File: src/rtl/cpu_wb_arb.sv
// Writeback arbiter: ALU and long-latency results onto one register-file write port, plus pending-write scoreboard.
// Latency: ALU 1 cycle; long-latency 2 cycles minimum through a 2-entry FIFO, +1 per cycle the ALU holds the port.
// Backpressure: ALU never stalls; lu_ready drops when the FIFO holds two entries (no push-through on a full pop).

module wb_fifo #(
    parameter int W     = 8,
    parameter int DEPTH = 2
) (
    input  logic         clk,
    input  logic         reset,
    input  logic         push_vld,
    output logic         push_rdy,
    input  logic [W-1:0] push_dat,
    output logic         pop_vld,
    input  logic         pop_rdy,
    output logic [W-1:0] pop_dat
);
    localparam int AW = (DEPTH > 1) ? $clog2(DEPTH) : 1;
    localparam int CW = $clog2(DEPTH + 1);
    localparam logic [CW-1:0] FULL = CW'(DEPTH);
    localparam logic [AW-1:0] LAST = AW'(DEPTH - 1);

    logic [W-1:0]  mem [DEPTH];
    logic [AW-1:0] wr_ptr;
    logic [AW-1:0] rd_ptr;
    logic [CW-1:0] cnt;
    logic          do_push;
    logic          do_pop;

    // Readiness looks only at the current count, so a full FIFO refuses even while popping.
    assign push_rdy = !reset && (cnt != FULL);
    assign pop_vld  = (cnt != '0);
    assign pop_dat  = mem[rd_ptr];
    assign do_push  = push_vld && push_rdy;
    assign do_pop   = pop_vld && pop_rdy;

    always_ff @(posedge clk) begin
        if (do_push) begin
            mem[wr_ptr] <= push_dat;
        end
    end

    always_ff @(posedge clk) begin
        if (reset) begin
            wr_ptr <= '0;
            rd_ptr <= '0;
            cnt    <= '0;
        end else begin
            if (do_push) begin
                wr_ptr <= (wr_ptr == LAST) ? '0 : wr_ptr + 1'b1;
            end
            if (do_pop) begin
                rd_ptr <= (rd_ptr == LAST) ? '0 : rd_ptr + 1'b1;
            end
            cnt <= cnt + CW'(do_push) - CW'(do_pop);
        end
    end
endmodule

module cpu_wb_arb #(
    parameter int XLEN          = 32,
    parameter int GREGIDX_WIDTH = 5,
    parameter int GREG_COUNT    = 32
) (
    input  logic                     clk,
    input  logic                     reset,
    input  logic                     alu_valid,
    input  logic [GREGIDX_WIDTH-1:0] alu_rd_idx,
    input  logic [XLEN-1:0]          alu_dat,
    input  logic                     lu_valid,
    output logic                     lu_ready,
    input  logic [GREGIDX_WIDTH-1:0] lu_rd_idx,
    input  logic [XLEN-1:0]          lu_dat,
    input  logic                     issue_valid,
    input  logic [GREGIDX_WIDTH-1:0] issue_rd_idx,
    input  logic [GREGIDX_WIDTH-1:0] q_rs1_idx,
    input  logic [GREGIDX_WIDTH-1:0] q_rs2_idx,
    output logic                     rs1_busy,
    output logic                     rs2_busy,
    output logic                     rd_wen,
    output logic [GREGIDX_WIDTH-1:0] rd_idx,
    output logic [XLEN-1:0]          rd_dat
);
    typedef struct packed {
        logic [GREGIDX_WIDTH-1:0] idx;
        logic [XLEN-1:0]          dat;
    } wb_ent_t;

    wb_ent_t               lu_ent;
    wb_ent_t               head;
    logic                  head_vld;
    logic                  rd_from_lu;
    logic [GREG_COUNT-1:0] sb;
    logic [GREG_COUNT-1:0] sb_nxt;

    assign lu_ent.idx = lu_rd_idx;
    assign lu_ent.dat = lu_dat;

    // The FIFO only drains on cycles the ALU leaves the write port free.
    wb_fifo #(
        .W     ($bits(wb_ent_t)),
        .DEPTH (2)
    ) u_lu_fifo (
        .clk      (clk),
        .reset    (reset),
        .push_vld (lu_valid),
        .push_rdy (lu_ready),
        .push_dat (lu_ent),
        .pop_vld  (head_vld),
        .pop_rdy  (!alu_valid),
        .pop_dat  (head)
    );

    always_ff @(posedge clk) begin
        if (reset) begin
            rd_wen     <= 1'b0;
            rd_idx     <= '0;
            rd_dat     <= '0;
            rd_from_lu <= 1'b0;
        end else if (alu_valid) begin
            rd_wen     <= (alu_rd_idx != '0);
            rd_idx     <= alu_rd_idx;
            rd_dat     <= alu_dat;
            rd_from_lu <= 1'b0;
        end else if (head_vld) begin
            rd_wen     <= (head.idx != '0);
            rd_idx     <= head.idx;
            rd_dat     <= head.dat;
            rd_from_lu <= 1'b1;
        end else begin
            rd_wen     <= 1'b0;
            rd_idx     <= '0;
            rd_dat     <= '0;
            rd_from_lu <= 1'b0;
        end
    end

    // Clear is applied before set so a same-edge issue to the retiring index stays pending.
    always_comb begin
        sb_nxt = sb;
        if (rd_wen && rd_from_lu) begin
            sb_nxt[rd_idx] = 1'b0;
        end
        if (issue_valid && (issue_rd_idx != '0)) begin
            sb_nxt[issue_rd_idx] = 1'b1;
        end
        sb_nxt[0] = 1'b0;
    end

    always_ff @(posedge clk) begin
        if (reset) begin
            sb <= '0;
        end else begin
            sb <= sb_nxt;
        end
    end

    assign rs1_busy = sb[q_rs1_idx];
    assign rs2_busy = sb[q_rs2_idx];
endmodule

File: config.mk
export PLATFORM = sky130hd
export DESIGN_NAME = cpu_wb_arb
export DESIGN_NICKNAME = d
export VERILOG_FILES = /design/src/rtl/cpu_wb_arb.sv
export SDC_FILE = /design/constraint.sdc
export NUM_CORES = 1
export LEC_CHECK = 0
export CORE_UTILIZATION = 54
export CTS_CLUSTER_SIZE = 30
export DETAILED_ROUTE_END_ITERATION = 16
export PLACE_DENSITY = 0.94
export SLEW_MARGIN = 20
export SYNTH_ARGS = -nofsm -noshare
export SYNTH_HDL_FRONTEND = slang
export SYNTH_SLANG_ARGS = --single-unit
File: constraint.sdc
create_clock -name clk -period 6.4 [get_ports clk]
set_input_delay 1.28 -clock clk [delete_from_list [all_inputs] [get_ports clk]]
set_output_delay 1.28 -clock clk [all_outputs]
set_load 0.01 [all_outputs]
==> results of run 1 <==
==> path summary, 6_finish.rpt <==
kind / from / endpoint / slack, ns / depth (start not counted)
setup reg to reg: u_lu_fifo.cnt[0] / u_lu_fifo.mem[1][27] / 4.16 / 3
hold reg to reg: sb[14] / sb[14] / 0.50 / 2
setup / recovery: q_rs2_idx[2] / rs2_busy / 1.71 / 6
hold / removal: sb[14] / sb[14] / 0.50 / 2
==> through the flow <==
| step | util (%) | area, um2 | hold slack (ns) | setup WS [ns] | instances |
|---|---|---|---|---|---|
| floorplan | - | 5880 | 0.460 | 2.56 | 502 |
| global placement | 69.9 | 7320 | 0.487 | 1.73 | 751 |
| detailed placement | 69.9 | 7320 | 0.494 | 1.69 | 751 |
| CTS | 76.4 | 8000 | 0.503 | 1.69 | 783 |
| global route | 76.7 | 8020 | 0.524 | 1.60 | 784 |
| finish | 76.7 | 8020 | 0.503 | 1.71 | 784 |
==> worst max-delay path, stage by stage <==
cell and delay, ns:
clkdlybuf4s50_1 0.88, mux2i_1 0.18, a22oi_1 0.30, nand3_1 0.12, nand4_1 0.10, clkdlybuf4s50_1 0.54
==> layout by cell type (no fill, tap or decap), drive strengths merged, types with 3 or more instances in the layout <==
cell type,instances
inv,8
clkdlybuf4s50,134
nand2,75
bufinv,5
a22oi,4
dfxtp,75
o21ai,70
edfxtp,74
mux2i,55
nor2b,7
nor2,12
clkbuf,22
nor3b,4
nand2b,4
mux4,6
nand3b,4
nand3,9
nand4,3
a211oi,3
buf,4
a21oi,38
==> metal layers <==
| layer | vias up | track usage [%] |
|---|---|---|
| met2 | 364 | 57.0 |
| li1 | 2085 | - |
| met3 | 86 | 9.26 |
| met4 | 0 | 15.5 |
| met1 | 2343 | 36.8 |
| met5 | - | 0 |
==> final cells by class <==
cell class	count	area share (%)
clock buffers	22	6.05
clock inverters	10	2.39
inverters	7	0.328
multi-input cells	322	25.3
flip-flops and latches	149	46.4
well taps	136	2.12
repair buffers	138	17.3
==> cell families (layout without fill, tap and decap cells) <==
group | count (synthesis) | in the layout | share of synthesized area [%]
XOR/XNOR | 4 | 4 | 0.595
AND/OR/NAND/NOR | 134 | 134 | 10.8
AO/OA/AOI/OAI | 121 | 121 | 10.9
multiplexers | 61 | 61 | 11.7
buffers and inverters | 31 | 177 | 2.36
flip-flops | 149 | 149 | 63.3
adder cells (fa/ha/maj) | 2 | 2 | 0.425
==> sequential cells by signal (all words and copies together) (netlist names), named ones only <==
register          count
u_lu_fifo.wr_ptr      1
rd_idx                5
sb                   31
rd_wen                1
u_lu_fifo.rd_ptr      1
u_lu_fifo.cnt         2
rd_dat               32
rd_from_lu            1
u_lu_fifo.mem        74
==> report_power, final <==
part | total [uW] | leakage, uW | switching, uW | internal, uW
Combinational | 413 | 0.00119 | 215 | 198
Clock | 1150 | 0.000322 | 412 | 734
Sequential | 1120 | 0.00129 | 43.7 | 1080
Total | 2680 | 0.00281 | 670 | 2010
==> impl_metrics.ini, run 1 <==
[logic_synthesis]
syn_inst = 502
synthDistinctLibCells = 38
async_reset_ff_share_pct = 0
syn-num-nets = 598
synth_edf_count = 74
synth_flop_cell = dfxtp_1
synth-seq-area-share_pct = 63.3
ys_warn_count = 0
yosys-top-cells-area = edfxtp_1 38%, dfxtp_1 26%, mux2i_1 9.4%, o21ai_0 6.0%, nand2_1 4.8%
netlist_area_um2 = 5880
synth_area_leader_cell = edfxtp_1
synth_commonest_cells = 75 x dfxtp_1, 75 x nand2_1, 74 x edfxtp_1
synth_top_area_share_pct = 37.8
avgSynthCellArea_um2 = 11.7
ys_ff_latch = 149

[floorplanning]
die_w_um = 106
start_util_pct = 56.2
die_area_um2 = 11300
dieHeight_um = 106
ios = 135
rows = 37
coreArea_um2 = 10500

[sta]
finalSetupViolations = 0
finalSetupTns_ns = 0
relSlewSlack_pct = 25.2
period_share_pct = 73.3
slew_violations = 0
rsz0062_at_grt = no
fin_skew_ns = 0.0111
layout_min_cycle_time_ns = 4.69
hold_violations = 0
max_freq_mhz = 213
worstMarginPinSlew_ns = 1.12

[critical_path]
cp-end-kind = output port
worstSetupPathType = input pin to output port
cp_max_fo = 12
cp-start-kind = input pin
required_ns = 5.12
crit_arrival_ns = 3.41

[drt]
detail_route.first_pass.iterations = 6
highest_layer = met4
final_antenna_net_count = 0
wl_met2_um = 9410
drt-wirelength-per-cell_um = 24.1
drc_errors = 0
totalWireLength_um = 18900
vias_per_cell = 6.22
dr_wl_met3_um = 1920
vias = 4878
met1_length_um = 6700
drtIter0Drc = 555

[clock_tree]
holdBufCountCts = 0
clockBufferDepth = 2
ctsResizeCount = 0
clk_pin_slew_ns = 0.06
cts_tree = done
postCtsSetupRepairBufs = 0
cts-root-buf = clkbuf_8
worstSkewPairLatency_ns = 0.54
htree_levels = 4
cts_buffers = 17
cts_sinks = 149

[grt]
grt_max_degree = 41
grt_usage_pct = 32.7
grt-ovfl-total = 0
grt_pass1_vias = 4973
antenna_found_initial = 0
grt_pass1_wl_um = 27000

[power]
power.density_nw_per_um2 = 334
p_leak_uw = 0.00281
power.total_uw = 2680
peakVddDrop_uv = 354

[place]
hpwl_um = 10500
portBuffers = 134
globalplace.congestion = 0.936

[finish]
multi_input_area_um2 = 2030
diodes = 0
area_growth_pct = 36.3
regArea_um2 = 3720
num-nets-final = 731
drive_gt1_share_pct = 7.25
nFillCells = 553

[run_status]
status = complete, no violations

[min_path]
hold_path_class = flop to flop

[job]
cap_violations = 0
No activity file was read; power rests on OpenSTA's default activity.
==> run 2: changes to the inputs <==
--- a/config.mk
+++ b/config.mk
@@ -5,10 +5,10 @@
 export SDC_FILE = /design/constraint.sdc
 export NUM_CORES = 1
 export LEC_CHECK = 0
-export CORE_UTILIZATION = 54
+export CORE_UTILIZATION = 45
 export CTS_CLUSTER_SIZE = 30
 export DETAILED_ROUTE_END_ITERATION = 16
-export PLACE_DENSITY = 0.94
+export PLACE_DENSITY = 0.85
 export SLEW_MARGIN = 20
 export SYNTH_ARGS = -nofsm -noshare
 export SYNTH_HDL_FRONTEND = slang
==> constraint.sdc (replaced) <==
create_clock -name clk -period 4 [get_ports clk]
set_input_delay 0.8 -clock clk [delete_from_list [all_inputs] [get_ports clk]]
set_output_delay 0.8 -clock clk [all_outputs]
set_load 0.01 [all_outputs]
==> run 2 against run 1 <==
Combinational power increased by 44%. Setup slack worse by 1.4 ns. Die area up 20%. Critical path type unchanged. Critical endpoint is now rs1_busy.
==> impl_metrics.ini, run 2 (synthesis results as in run 1) <==
[run_status]
status = complete, no violations

[critical_path]
crit_arrival_ns = 2.88
reg2reg_from = u_lu_fifo.cnt[0]
ff2ff_path_depth = 4
worstSetupPathType = input pin to output port
worstReg2RegEnd = u_lu_fifo.mem[0][33]
reg2reg_slack_ns = 2.03
cp-start-kind = input pin
cp-end-kind = output port
required_ns = 3.20
startpoint = q_rs1_idx[0]
cp_max_fo = 7

[sta]
fin_skew_ns = 0.0108
slew_violations = 0
finalSetupTns_ns = 0
layout_min_cycle_time_ns = 3.68
finalSetupViolations = 0
relSlewSlack_pct = 30.8
hold_violations = 0
period_share_pct = 91.9
worstMarginPinSlew_ns = 1.04
hold_slack_ns = 0.504
rsz0062_at_grt = no
max_freq_mhz = 272

[power]
p_switching_uw = 974
p_leak_uw = 0.00275
pwr-share-clk_pct = 37.2
switching_share_pct = 25.5
p_int_uw = 2850
combPwrFrac_pct = 15.6
peakVddDrop_uv = 370
pwr-share-seq_pct = 47.2
power.density_nw_per_um2 = 482

[grt]
grt-ovfl-total = 0
antenna_found_initial = 0
grt_pass1_vias = 4523
grt_usage_pct = 22.3
grt_pass1_wl_um = 22500
grt_max_degree = 40

[finish]
layout_commonest_cell = clkdlybuf4s50_1
diodes = 0
regArea_um2 = 3720
area_growth_pct = 34.9
most-common-layout-cells = 134 x clkdlybuf4s50_1, 75 x nand2_1, 74 x dfxtp_1, 74 x edfxtp_1, 70 x o21ai_0
multi_input_area_um2 = 2030
drive_gt1_share_pct = 7.66
fin_util_pct = 62.7
reg.largest.list = u_lu_fifo.mem (74), rd_dat (32), sb (31)
nFillCells = 960
num-nets-final = 736
regMostFlops = u_lu_fifo.mem
largest_reg_flops = 74

[place]
portBuffers = 134
hpwl_um = 10100
globalplace.congestion = 0.883

[drt]
detail_route.first_pass.iterations = 7
drtIter0Drc = 224
vias = 4463
drc_errors = 0
totalWireLength_um = 14400
vias_per_cell = 5.41
drt-wirelength-per-cell_um = 17.5
final_antenna_net_count = 0

[clock_tree]
ctsResizeCount = 0
postCtsSetupRepairBufs = 0
worstSkewPairLatency_ns = 0.42
cts_tree = done
htree_levels = 4
cts_sinks = 149
holdBufCountCts = 0
cts-root-buf = clkbuf_16
cts_buffers = 17
clockBufferDepth = 2
clk_pin_slew_ns = 0.06

[floorplanning]
die_area_um2 = 13500
coreArea_um2 = 12700
die_w_um = 116
dieHeight_um = 116
rows = 41
start_util_pct = 46.4
ios = 135

[min_path]
hold_path_class = flop to flop
holdPathEnd = sb[8]
min_from = sb[8]
hold_depth = 2

[job]
cap_violations = 0
-- run 2: per-stage QoR --
step / total power [uW] / area, um2 / std cells / setup slack (ns)
final: 3820 / 7940 / 825 / 0.323
after global routing: 3970 / 7940 / 825 / 0.201
after detailed placement: 2430 / 7410 / 793 / 0.329
after CTS: 3840 / 7940 / 825 / 0.325
after floorplan: 2140 / 5880 / 502 / 0.639
after global placement: 2400 / 7410 / 793 / 0.354
-- run 2: how the worst max path moves through the flow --
stage / to / slack, ns / cells past startpoint
after floorplan: u_lu_fifo.mem[0][0] / 0.64 / 2
after global placement: rs1_busy / 0.35 / 6
after detailed placement: rs2_busy / 0.33 / 6
after CTS: rs2_busy / 0.33 / 6
after global routing: rs2_busy / 0.20 / 6
final: rs1_busy / 0.32 / 6
-- run 2: critical path: stages --
cell and delay (ns):
clkdlybuf4s50_1 0.65, mux4_2 0.53, nand2b_1 0.16, o211ai_1 0.09, nand4_1 0.14, clkdlybuf4s50_1 0.50
-- run 2: layer usage --
metal / GRT usage [%] / vias up / wire length, um
met4: 8.38 / 0 / 131
met1: 26.0 / 2123 / 5900
li1: - / 2104 / -
met5: 0 / - / 0
met3: 8.61 / 19 / 1210
met2: 37.2 / 217 / 7190
-- run 2: final cells by class --
class	instances	area share (%)
flip-flops and latches	149	46.9
multi-input cells	322	25.6
repair buffers	143	17.7
clock buffers	21	5.67
well taps	172	2.71
clock inverters	11	1.01
inverters	7	0.331
-- run 2: power groups by stage --
stage / Clock, uW / Combinational (uW) / Sequential, uW
2_1_floorplan: 0 / 314 / 1820
3_3_place_gp: 0 / 579 / 1830
3_5_place_dp: 0 / 597 / 1830
4_1_cts: 1440 / 602 / 1800
5_1_grt: 1510 / 646 / 1810
6_report: 1420 / 596 / 1800
